File: config.mk
export PLATFORM = sky130hd
export DESIGN_NAME = prism_sp_unit_puzzle_mc
export DESIGN_NICKNAME = d
export VERILOG_FILES = /design/src/rtl/prism_sp_unit_puzzle_mc.sv
export SDC_FILE = /design/constraint.sdc
export NUM_CORES = 1
export LEC_CHECK = 0
export ABC_AREA = 1
export CORE_MARGIN = 4
export CORE_UTILIZATION = 37
export CTS_CLUSTER_DIAMETER = 80
export CTS_CLUSTER_SIZE = 10
export DETAILED_ROUTE_END_ITERATION = 16
export PLACE_DENSITY = 0.82
export SYNTH_ARGS = -nofsm -noshare
export SYNTH_HDL_FRONTEND = slang
export SYNTH_SLANG_ARGS = --single-unit
File: constraint.sdc
create_clock -name clk -period 2 [get_ports clk]
set_clock_uncertainty 0.05 [all_clocks]
set_input_delay 0.2 -clock clk [delete_from_list [all_inputs] [get_ports clk]]
set_output_delay 0.2 -clock clk [all_outputs]
set_load 0.05 [all_outputs]
File: src/rtl/prism_sp_unit_puzzle_mc.sv
// Multi-channel SP puzzle-FIFO access unit: empty/full queries, pop/push with optional
// blocking and timeout, and 64-bit words returned as two 32-bit result reads.
module prism_sp_unit_puzzle_mc #(
   parameter int NFIFOS     = 4,
   parameter int FIFO_WIDTH = 32,
   parameter int TIMEOUT    = 1023,
   parameter int CH_W       = ($clog2(NFIFOS) > 0) ? $clog2(NFIFOS) : 1
) (
   input  logic                         clk,
   input  logic                         rst,
   input  logic                         issue_valid,
   output logic                         issue_ready,
   input  logic [2:0]                   issue_op,
   input  logic                         issue_block,
   input  logic [3:0]                   issue_ch,
   input  logic [31:0]                  rs1,
   input  logic [31:0]                  rs2,
   output logic                         done,
   output logic                         done_err,
   output logic [31:0]                  result,
   input  logic [NFIFOS-1:0]            fifo_r_empty,
   input  logic [NFIFOS*FIFO_WIDTH-1:0] fifo_r_rd_data,
   output logic [NFIFOS-1:0]            fifo_r_rd_en,
   input  logic [NFIFOS-1:0]            fifo_w_full,
   output logic [NFIFOS-1:0]            fifo_w_wr_en,
   output logic [FIFO_WIDTH-1:0]        fifo_w_wr_data
);

   localparam int NPAD  = 1 << CH_W;
   localparam int CNT_W = (TIMEOUT > 0) ? $clog2(TIMEOUT + 1) : 1;
   localparam logic [CNT_W-1:0] CNT_LAST = (TIMEOUT > 0) ? CNT_W'(TIMEOUT - 1) : '0;

   localparam logic [2:0] OP_R_EMPTY  = 3'd0;
   localparam logic [2:0] OP_R_POP    = 3'd1;
   localparam logic [2:0] OP_R_POP_HI = 3'd2;
   localparam logic [2:0] OP_W_FULL   = 3'd3;
   localparam logic [2:0] OP_W_PUSH   = 3'd4;

   typedef enum logic [1:0] {S_IDLE, S_EXEC, S_WAIT} state_t;

   state_t            r_state;
   state_t            w_state_next;
   logic [2:0]        r_op;
   logic [CH_W-1:0]   r_ch;
   logic              r_ch_ok;
   logic              r_block;
   logic [31:0]       r_rs1;
   logic [31:0]       r_rs2;
   logic [31:0]       r_hi;
   logic [31:0]       r_result;
   logic [CNT_W-1:0]  r_wait_cnt;

   logic                  w_accept;
   logic [FIFO_WIDTH-1:0] w_words [NPAD];
   logic [NPAD-1:0]       w_empty_pad;
   logic [NPAD-1:0]       w_full_pad;
   logic [FIFO_WIDTH-1:0] w_sel_word;
   logic [31:0]           w_sel_hi;
   logic                  w_sel_empty;
   logic                  w_sel_full;
   logic                  w_flag_clear;
   logic                  w_done;
   logic                  w_err;
   logic [31:0]           w_res;
   logic                  w_rd_fire;
   logic                  w_wr_fire;
   logic                  w_hi_load;

   // Pad the channel view to a power of two; phantom channels read as empty and full.
   generate
      for (genvar gi = 0; gi < NPAD; gi++) begin : g_pad
         if (gi < NFIFOS) begin : g_real
            assign w_words[gi]     = fifo_r_rd_data[gi*FIFO_WIDTH +: FIFO_WIDTH];
            assign w_empty_pad[gi] = fifo_r_empty[gi];
            assign w_full_pad[gi]  = fifo_w_full[gi];
         end else begin : g_phantom
            assign w_words[gi]     = '0;
            assign w_empty_pad[gi] = 1'b1;
            assign w_full_pad[gi]  = 1'b1;
         end
      end

      if (FIFO_WIDTH == 64) begin : g_w64
         assign w_sel_hi       = w_sel_word[63:32];
         assign fifo_w_wr_data = {r_rs2, r_rs1};
      end else if (FIFO_WIDTH == 32) begin : g_w32
         logic w_unused_hi;
         assign w_unused_hi    = ^r_rs2;
         assign w_sel_hi       = '0;
         assign fifo_w_wr_data = r_rs1;
      end else begin : g_bad_width
         $error("prism_sp_unit_puzzle_mc: FIFO_WIDTH must be 32 or 64");
      end

      for (genvar gi = 0; gi < NFIFOS; gi++) begin : g_strobe
         assign fifo_r_rd_en[gi] = w_rd_fire && (r_ch == CH_W'(gi));
         assign fifo_w_wr_en[gi] = w_wr_fire && (r_ch == CH_W'(gi));
      end
   endgenerate

   assign w_accept     = issue_valid && (r_state == S_IDLE);
   assign w_sel_word   = w_words[r_ch];
   assign w_sel_empty  = r_ch_ok ? w_empty_pad[r_ch] : 1'b1;
   assign w_sel_full   = r_ch_ok ? w_full_pad[r_ch]  : 1'b1;
   assign w_flag_clear = (r_op == OP_R_POP) ? !w_sel_empty : !w_sel_full;

   always_ff @(posedge clk) begin
      if (rst) r_state <= S_IDLE;
      else     r_state <= w_state_next;
   end

   always_comb begin
      w_state_next = r_state;
      unique case (r_state)
         S_IDLE:  if (issue_valid) w_state_next = S_EXEC;
         S_EXEC:  w_state_next = w_done ? S_IDLE : S_WAIT;
         S_WAIT:  if (w_done) w_state_next = S_IDLE;
         default: w_state_next = S_IDLE;
      endcase
   end

   // Everything is suppressed while rst is high so a waiting op cannot complete in the reset cycle.
   always_comb begin
      w_done    = 1'b0;
      w_err     = 1'b0;
      w_res     = '0;
      w_rd_fire = 1'b0;
      w_wr_fire = 1'b0;
      w_hi_load = 1'b0;
      if (!rst) begin
         case (r_state)
            S_EXEC: begin
               case (r_op)
                  OP_R_EMPTY: begin
                     w_done = 1'b1;
                     w_res  = {31'b0, w_sel_empty};
                  end
                  OP_W_FULL: begin
                     w_done = 1'b1;
                     w_res  = {31'b0, w_sel_full};
                  end
                  OP_R_POP_HI: begin
                     w_done = 1'b1;
                     w_res  = r_hi;
                  end
                  OP_R_POP: begin
                     if (!r_ch_ok) begin
                        w_done = 1'b1;
                        w_err  = 1'b1;
                     end else if (!w_sel_empty) begin
                        w_done    = 1'b1;
                        w_rd_fire = 1'b1;
                        w_hi_load = 1'b1;
                        w_res     = w_sel_word[31:0];
                     end else if (!r_block) begin
                        w_done = 1'b1;
                        w_err  = 1'b1;
                     end
                  end
                  OP_W_PUSH: begin
                     if (!r_ch_ok) begin
                        w_done = 1'b1;
                        w_err  = 1'b1;
                     end else if (!w_sel_full) begin
                        w_done    = 1'b1;
                        w_wr_fire = 1'b1;
                     end else if (!r_block) begin
                        w_done = 1'b1;
                        w_err  = 1'b1;
                     end
                  end
                  default: begin
                     w_done = 1'b1;
                     w_err  = 1'b1;
                  end
               endcase
            end
            S_WAIT: begin
               if (w_flag_clear) begin
                  w_done = 1'b1;
                  if (r_op == OP_R_POP) begin
                     w_rd_fire = 1'b1;
                     w_hi_load = 1'b1;
                     w_res     = w_sel_word[31:0];
                  end else begin
                     w_wr_fire = 1'b1;
                  end
               end else if ((TIMEOUT != 0) && (r_wait_cnt == CNT_LAST)) begin
                  w_done = 1'b1;
                  w_err  = 1'b1;
               end
            end
            default: ;
         endcase
      end
   end

   always_ff @(posedge clk) begin
      if (rst) begin
         r_op       <= '0;
         r_ch       <= '0;
         r_ch_ok    <= 1'b0;
         r_block    <= 1'b0;
         r_rs1      <= '0;
         r_rs2      <= '0;
         r_hi       <= '0;
         r_result   <= '0;
         r_wait_cnt <= '0;
      end else begin
         if (w_accept) begin
            r_op    <= issue_op;
            r_ch    <= issue_ch[CH_W-1:0];
            r_ch_ok <= ({1'b0, issue_ch} < 5'(NFIFOS));
            r_block <= issue_block;
            r_rs1   <= rs1;
            r_rs2   <= rs2;
         end
         if ((r_state != S_WAIT) || w_done || (TIMEOUT == 0)) r_wait_cnt <= '0;
         else                                                 r_wait_cnt <= r_wait_cnt + 1'b1;
         if (w_hi_load) r_hi     <= w_sel_hi;
         if (w_done)    r_result <= w_res;
      end
   end

   assign issue_ready = (r_state == S_IDLE);
   assign done        = w_done;
   assign done_err    = w_err;
   assign result      = w_done ? w_res : r_result;

endmodule
* Yosys cells after proc, flatten, opt, wreduce, memory -nomap -nowiden
Cells that the tools add are included.
** Operators by class
- Equal/unequal tests :: 13
- Reduce and logical (&&, ||, !) cells :: 18
- Bitwise operators :: 1
- Multiplexer cells :: 54
- $add $sub $neg :: 1
- Magnitude comparators :: 3
** Operators with widths (number)
- $mux 32 :: 8
- $pmux 32 s3 :: 1
- $bmux 32 s2 :: 1
- $pmux 32 s2 :: 1
- $mux 1 :: 31
- $add 10x1->10 const B :: 1
- $eq 10x10->1 const B :: 1
- $pmux 1 s2 :: 5
- $logic_and 1x1->1 :: 9
- $eq 2x2->1 const B :: 3
- $eq 3x2->1 const B :: 2
- $mux 2 :: 3
- $ne 2x2->1 const B :: 3
- $pmux 2 s3 :: 1
- $bmux 1 s2 :: 2
- $eq 2x1->1 const B :: 2
- $logic_not 2->1 :: 2
- $lt 4x3->1 const B :: 1
- $eq 3x1->1 const B :: 1
- $eq 3x3->1 const B :: 1
- $ge 3x3->1 const B :: 1
- $logic_not 3->1 :: 1
- $lt 2x3->1 const B :: 1
- $not 2->3 :: 1
- other kinds (6) :: 7
** Storage, ports and cells
- Output and inout port bits :: 75
- Flip-flop bits (word level) :: 83
- Logic and storage cells :: 98
- Input port bits :: 211

* Longest topological paths before layout
- Depth after elaboration :: 10
- Depth in mapped cells :: 17
- Gate-level depth less buffers :: 15

* Worst setup path before layout
OpenSTA, ideal clock, no wires.
- Path kind :: reg-to-output
- Start :: reg r_ch[0]
- End :: out result[0]
- Arrival :: 2.260 ns
- Stages on the path, launching flop included :: 14
- Required time :: 1.750 ns
- Slack :: -0.510 ns
- Buffers on the path :: 1
- Cells stage by stage :: dfxtp_1 -> buf_6 -> inv_4 -> nand2_1 -> nand2_1 -> nand2_1 -> nand3_2 -> nor2_2 -> nand2_1 -> nand3_1 -> nand2_1 -> o21ai_0 -> nand2_1 -> o21ai_0
** On the way
- Cells in the longest elaborated chain, start to end :: 10
- Elaborated cells between the ends (all ways) :: 29
- Classes of those cells :: mux: 26; bitwise: 1; reduce/logical: 2
** RTL lines
- start, declared :: RTL line 44 : logic [CH_W-1:0] r_ch;
- start signal, assigned :: RTL line 212 : r_ch <= issue_ch[CH_W-1:0];
- $not 2->3 (not written as such) :: RTL line 102 : assign w_sel_word = w_words[r_ch];
- $bmux 32 s2 :: RTL line 102
- $mux 32 (not written as such) (2 in a row) :: RTL line 102
- $mux 32 :: RTL line 150 : end else if (!w_sel_empty) begin
- $mux 32 :: RTL line 147 : if (!r_ch_ok) begin
- $pmux 32 s3 :: RTL line 133 : case (r_op)
- $pmux 32 s2 :: RTL line 131 : case (r_state)
- $mux 32 :: RTL line 130 : if (!rst) begin
- $mux 32 *
- end, declared :: RTL line 20 : output logic [31:0] result,
Every way passes the cells marked *; elsewhere a longest branch is shown, timed or not. The select of a mux whose other input is x is not followed.

* Worst setup path after layout
Ends and elaborated chain as after synthesis.

==> metrics.txt <==
# TYPE chip_impl_metric gauge
chip_impl_info{name="synthDominantAreaCellType",value="sky130_fd_sc_hd__dfxtp_1"} 1
chip_impl_metric{name="post_cts_hold_buffer_count",unit=""} 0
chip_impl_metric{name="totalNegativeSetupSlack",unit="ns"} -17.08
chip_impl_info{name="setup.worst_path.start",value="r_ch[0]"} 1
chip_impl_metric{name="area.growth.synth_to_final",unit="%"} 106
chip_impl_metric{name="worstSkewPairLatency",unit="ns"} 0.33
chip_impl_metric{name="first_iter_violations",unit=""} 440
chip_impl_metric{name="worst_ir_drop_vdd",unit="V"} 0.000622
chip_impl_metric{name="gate_count_post_synth",unit=""} 652
chip_impl_metric{name="cp_data_arrival_time",unit="ns"} 2.23
chip_impl_info{name="synth.most_common_cell",value="sky130_fd_sc_hd__nand2_1"} 1
chip_impl_metric{name="detailroute.wirelength.met2",unit="um"} 9520
chip_impl_metric{name="reg2reg_depth",unit=""} 16
chip_impl_metric{name="layout_setup_ws",unit="ns"} -0.476
chip_impl_info{name="grt_setup_unrepaired",value="yes"} 1
chip_impl_info{name="synth_top_flop_cell",value="sky130_fd_sc_hd__dfxtp_1"} 1
chip_impl_metric{name="cap_viol_max_count",unit=""} 0
chip_impl_metric{name="yosysWarningCount",unit=""} 0
chip_impl_metric{name="die_area",unit="sq mm"} 0.0138
chip_impl_info{name="clk_root_buffer_cell",value="sky130_fd_sc_hd__clkbuf_16"} 1
chip_impl_metric{name="core-area",unit="sq mm"} 0.0116
chip_impl_metric{name="synth_largest_type_area_fraction",unit="%"} 37.6
chip_impl_metric{name="synth.net_count",unit=""} 868
chip_impl_info{name="critical_path.endpoint_type",value="output pin"} 1
chip_impl_metric{name="p_leak",unit="nW"} 3.79
chip_impl_metric{name="cts_max_path_buffers",unit=""} 2
chip_impl_metric{name="timing.fmax",unit="MHz"} 404
chip_impl_info{name="timing.critical_path.from_type",value="flop"} 1
chip_impl_info{name="run_status",value="finished, violations left"} 1
chip_impl_metric{name="dr_total_vias",unit=""} 5619
chip_impl_metric{name="chipWidth",unit="um"} 117
chip_impl_metric{name="multi_input_comb_area",unit="sq mm"} 0.00283
chip_impl_metric{name="initial_utilization",unit="%"} 38.2
chip_impl_metric{name="timing.reg2reg.setup_slack",unit="ns"} -0.39
chip_impl_metric{name="report.final.slew_viol_count",unit=""} 0
chip_impl_metric{name="dpl.hpwl",unit="um"} 12900
chip_impl_metric{name="pwr_density_cell",unit="mW/mm^2"} 593
chip_impl_metric{name="antenna_violating_nets_post_route",unit=""} 0
chip_impl_metric{name="synth.yosys.seq_area_share",unit="%"} 37.6
chip_impl_metric{name="synth_area",unit="sq mm"} 0.00442
chip_impl_metric{name="io-pin-count",unit=""} 286
chip_impl_metric{name="avgRoutedWirePerCell",unit="um"} 16.6
chip_impl_info{name="timing.hold.worst.class",value="reg -> reg"} 1
chip_impl_metric{name="tightest_slew",unit="ns"} 0.526
chip_impl_metric{name="fp-row-count",unit=""} 39
chip_impl_metric{name="maxSlewHeadroom",unit="%"} 64.8
chip_impl_metric{name="post_synthesis_area_per_instance",unit="sq um"} 6.78
chip_impl_info{name="route.top_layer_used",value="met4"} 1
chip_impl_metric{name="finalHoldViolations",unit=""} 0
chip_impl_info{name="r2r-start",value="r_ch[0]"} 1
chip_impl_metric{name="diodes",unit=""} 0
chip_impl_metric{name="tritoncts.num_buffers",unit=""} 9
chip_impl_metric{name="layout.filler_cells",unit=""} 707
chip_impl_metric{name="gr-total-overflow",unit=""} 0
chip_impl_metric{name="detailroute.wirelength.met3",unit="um"} 1720
chip_impl_metric{name="route.detailed.drc",unit=""} 0
chip_impl_metric{name="instances_no_fill",unit=""} 1124
chip_impl_metric{name="final_core_utilization",unit="%"} 78.6
chip_impl_metric{name="antenna_violations_before_repair",unit=""} 0
chip_impl_metric{name="hold_path_depth",unit=""} 2
chip_impl_info{name="hold_path_start",value="r_state[0]"} 1
chip_impl_metric{name="numPortBuffers",unit=""} 253
chip_impl_metric{name="gp_routability_congestion",unit=""} 0.875
chip_impl_info{name="hold_path_end",value="r_state[0]"} 1
chip_impl_metric{name="cts.htree.levels",unit=""} 3
chip_impl_metric{name="synth_async_sr_flop_share",unit="%"} 0
chip_impl_metric{name="number_of_synthesized_flops_with_an_enable_pin",unit=""} 0
chip_impl_metric{name="first_pass_iters",unit=""} 5
chip_impl_info{name="violations",value="negative setup slack"} 1
chip_impl_info{name="r2r_end",value="r_result[6]"} 1
chip_impl_info{name="cts_tree",value="yes"} 1
chip_impl_metric{name="detail_route.wirelength",unit="um"} 18700
chip_impl_info{name="ys_top_cells_by_area",value="sky130_fd_sc_hd__dfxtp_1 38%, sky130_fd_sc_hd__nand2_1 12%, sky130_fd_sc_hd__nor2_1 10%, sky130_fd_sc_hd__a22oi_1 7.0%, sky130_fd_sc_hd__inv_1 6.6%"} 1
chip_impl_metric{name="final_min_period_over_clock_period",unit="%"} 124
chip_impl_metric{name="grt_pass1_wl",unit="um"} 26800
chip_impl_metric{name="crit_fanout",unit=""} 4
chip_impl_metric{name="seqCellArea",unit="sq mm"} 0.00167
chip_impl_metric{name="finish.net_count",unit=""} 1194
chip_impl_info{name="path_class",value="reg -> out"} 1
chip_impl_metric{name="ys_seq_elements",unit=""} 83
chip_impl_metric{name="place.detailed.instances",unit=""} 1087
chip_impl_metric{name="grt_start_max_net_pins",unit=""} 46
chip_impl_metric{name="routedLengthMet1",unit="um"} 6930
chip_impl_metric{name="cp.required",unit="ns"} 1.75
chip_impl_metric{name="global_route.usage.total",unit="%"} 24.8
chip_impl_metric{name="timing.final.setup_violations",unit=""} 56
chip_impl_metric{name="timing.final.crit_period",unit="ns"} 2.48
chip_impl_metric{name="detail_route.vias_per_cell",unit=""} 5.00
chip_impl_metric{name="pre_cts_slack",unit="ns"} -0.308
chip_impl_metric{name="fraction_of_layout_cells_with_a_size_suffix_above_1",unit="%"} 31.1
chip_impl_metric{name="clock_sink_count",unit=""} 83
chip_impl_info{name="post_synth_most_frequent_cells",value="137 x sky130_fd_sc_hd__nand2_1, 119 x sky130_fd_sc_hd__nor2_1, 83 x sky130_fd_sc_hd__dfxtp_1"} 1
chip_impl_metric{name="yosys.cell_types.count",unit=""} 31
chip_impl_metric{name="via_count_of_the_first_global_routing_pass",unit=""} 5518
chip_impl_metric{name="die-height",unit="um"} 117
chip_impl_metric{name="clock_pin_slew_on_the_worst_setup_and_hold_paths",unit="ns"} 0.06
## timing repair
action                                 4_1_cts  5_1_grt
setup endpoints to repair                   84       82
endpoints found under the hold margin        0        0
resized for setup                          104       86
gates cloned                                 2        4
pin swaps                                   15       20
setup buffers                                9        9
## worst max-delay path by stage
stage / endpoint / slack [ns]
finish: result[0] / -0.48
global route: result[0] / -0.62
global placement: result[25] / -0.27
detailed placement: result[25] / -0.31
floorplan: r_result[13] / -0.26
CTS: result[25] / -0.46
## flip-flops by register name, summed over array words and instances, names as in the netlist
| name | flops |
|---|---|
| fifo_w_wr_data | 32 |
| r_ch | 2 |
| r_op | 3 |
| r_wait_cnt | 10 |
| r_state | 2 |
| r_result | 32 |
| r_ch_ok | 1 |
| r_block | 1 |
## cells by family (layout without fill, tap and decap cells)
family	count (synthesis)	after routing	synth area share (%)
AO/OA/AOI/OAI	158	158	22.6
XOR/XNOR	2	2	0.396
adder cells (fa/ha/maj)	5	5	1.42
buffers and inverters	119	447	11.9
flip-flops	83	83	37.6
AND/OR/NAND/NOR	285	286	26.1
## power breakdown
part / switching (mW) / internal [mW]
registers: 0.0570 / 1.76
logic: 1.13 / 0.977
clock network: 0.635 / 0.823
## stage by stage
stage | total power, mW | cell area [sq um] | hold slack, ns
finish | 5.39 | 9090 | 0.429
global route | 5.63 | 9090 | 0.439
CTS | 5.28 | 8600 | 0.421
detailed placement | 3.73 | 7880 | 0.412
global placement | 3.71 | 7880 | 0.407
floorplan | 2.76 | 4430 | 0.317
## layer usage
layer / up-vias / global-route usage, %
met5: - / 0
li1: 2766 / -
met4: 0 / 8.94
met1: 2597 / 28.1
met2: 215 / 42.9
met3: 41 / 8.95
## layout make-up
class                           instances  share of cell area, %
Sequential cell                        83                   18.4
Multi-Input combinational cell        451                   31.1
Clock buffer                           11                   2.56
Inverter                               81                   3.46
Tap cell                              143                   1.97
Timing Repair Buffer                  352                   42.4
Clock inverter                          3                  0.193
## cells in the final DEF (no fill, tap or decap), types with 17 or more instances in the layout
cell type	n
sky130_fd_sc_hd__inv_1	53
sky130_fd_sc_hd__nand2_1	98
sky130_fd_sc_hd__clkdlybuf4s50_1	210
sky130_fd_sc_hd__nor2_1	106
sky130_fd_sc_hd__inv_2	23
sky130_fd_sc_hd__buf_6	17
sky130_fd_sc_hd__dfxtp_1	80
sky130_fd_sc_hd__nand2_2	33
sky130_fd_sc_hd__a22oi_1	40
sky130_fd_sc_hd__buf_12	38
sky130_fd_sc_hd__o21ai_0	42
sky130_fd_sc_hd__o21ai_2	18
sky130_fd_sc_hd__buf_4	74
## worst max-delay path, cell delays in order (launching register included)
cell and delay (ns):
sky130_fd_sc_hd__dfxtp_4 0.38, sky130_fd_sc_hd__buf_6 0.13, sky130_fd_sc_hd__nand2_4 0.04, sky130_fd_sc_hd__nand2_2 0.05
sky130_fd_sc_hd__nand2_2 0.06, sky130_fd_sc_hd__nand3_2 0.09, sky130_fd_sc_hd__buf_4 0.16, sky130_fd_sc_hd__nor2_4 0.09
sky130_fd_sc_hd__buf_6 0.10, sky130_fd_sc_hd__nand2_1 0.06, sky130_fd_sc_hd__nand3_1 0.09, sky130_fd_sc_hd__nand2_1 0.05
sky130_fd_sc_hd__o21ai_0 0.08, sky130_fd_sc_hd__nand2_1 0.12, sky130_fd_sc_hd__o21ai_2 0.12, sky130_fd_sc_hd__buf_4 0.13
sky130_fd_sc_hd__buf_12 0.13
Note: power is estimated with default switching activity, not from simulation.
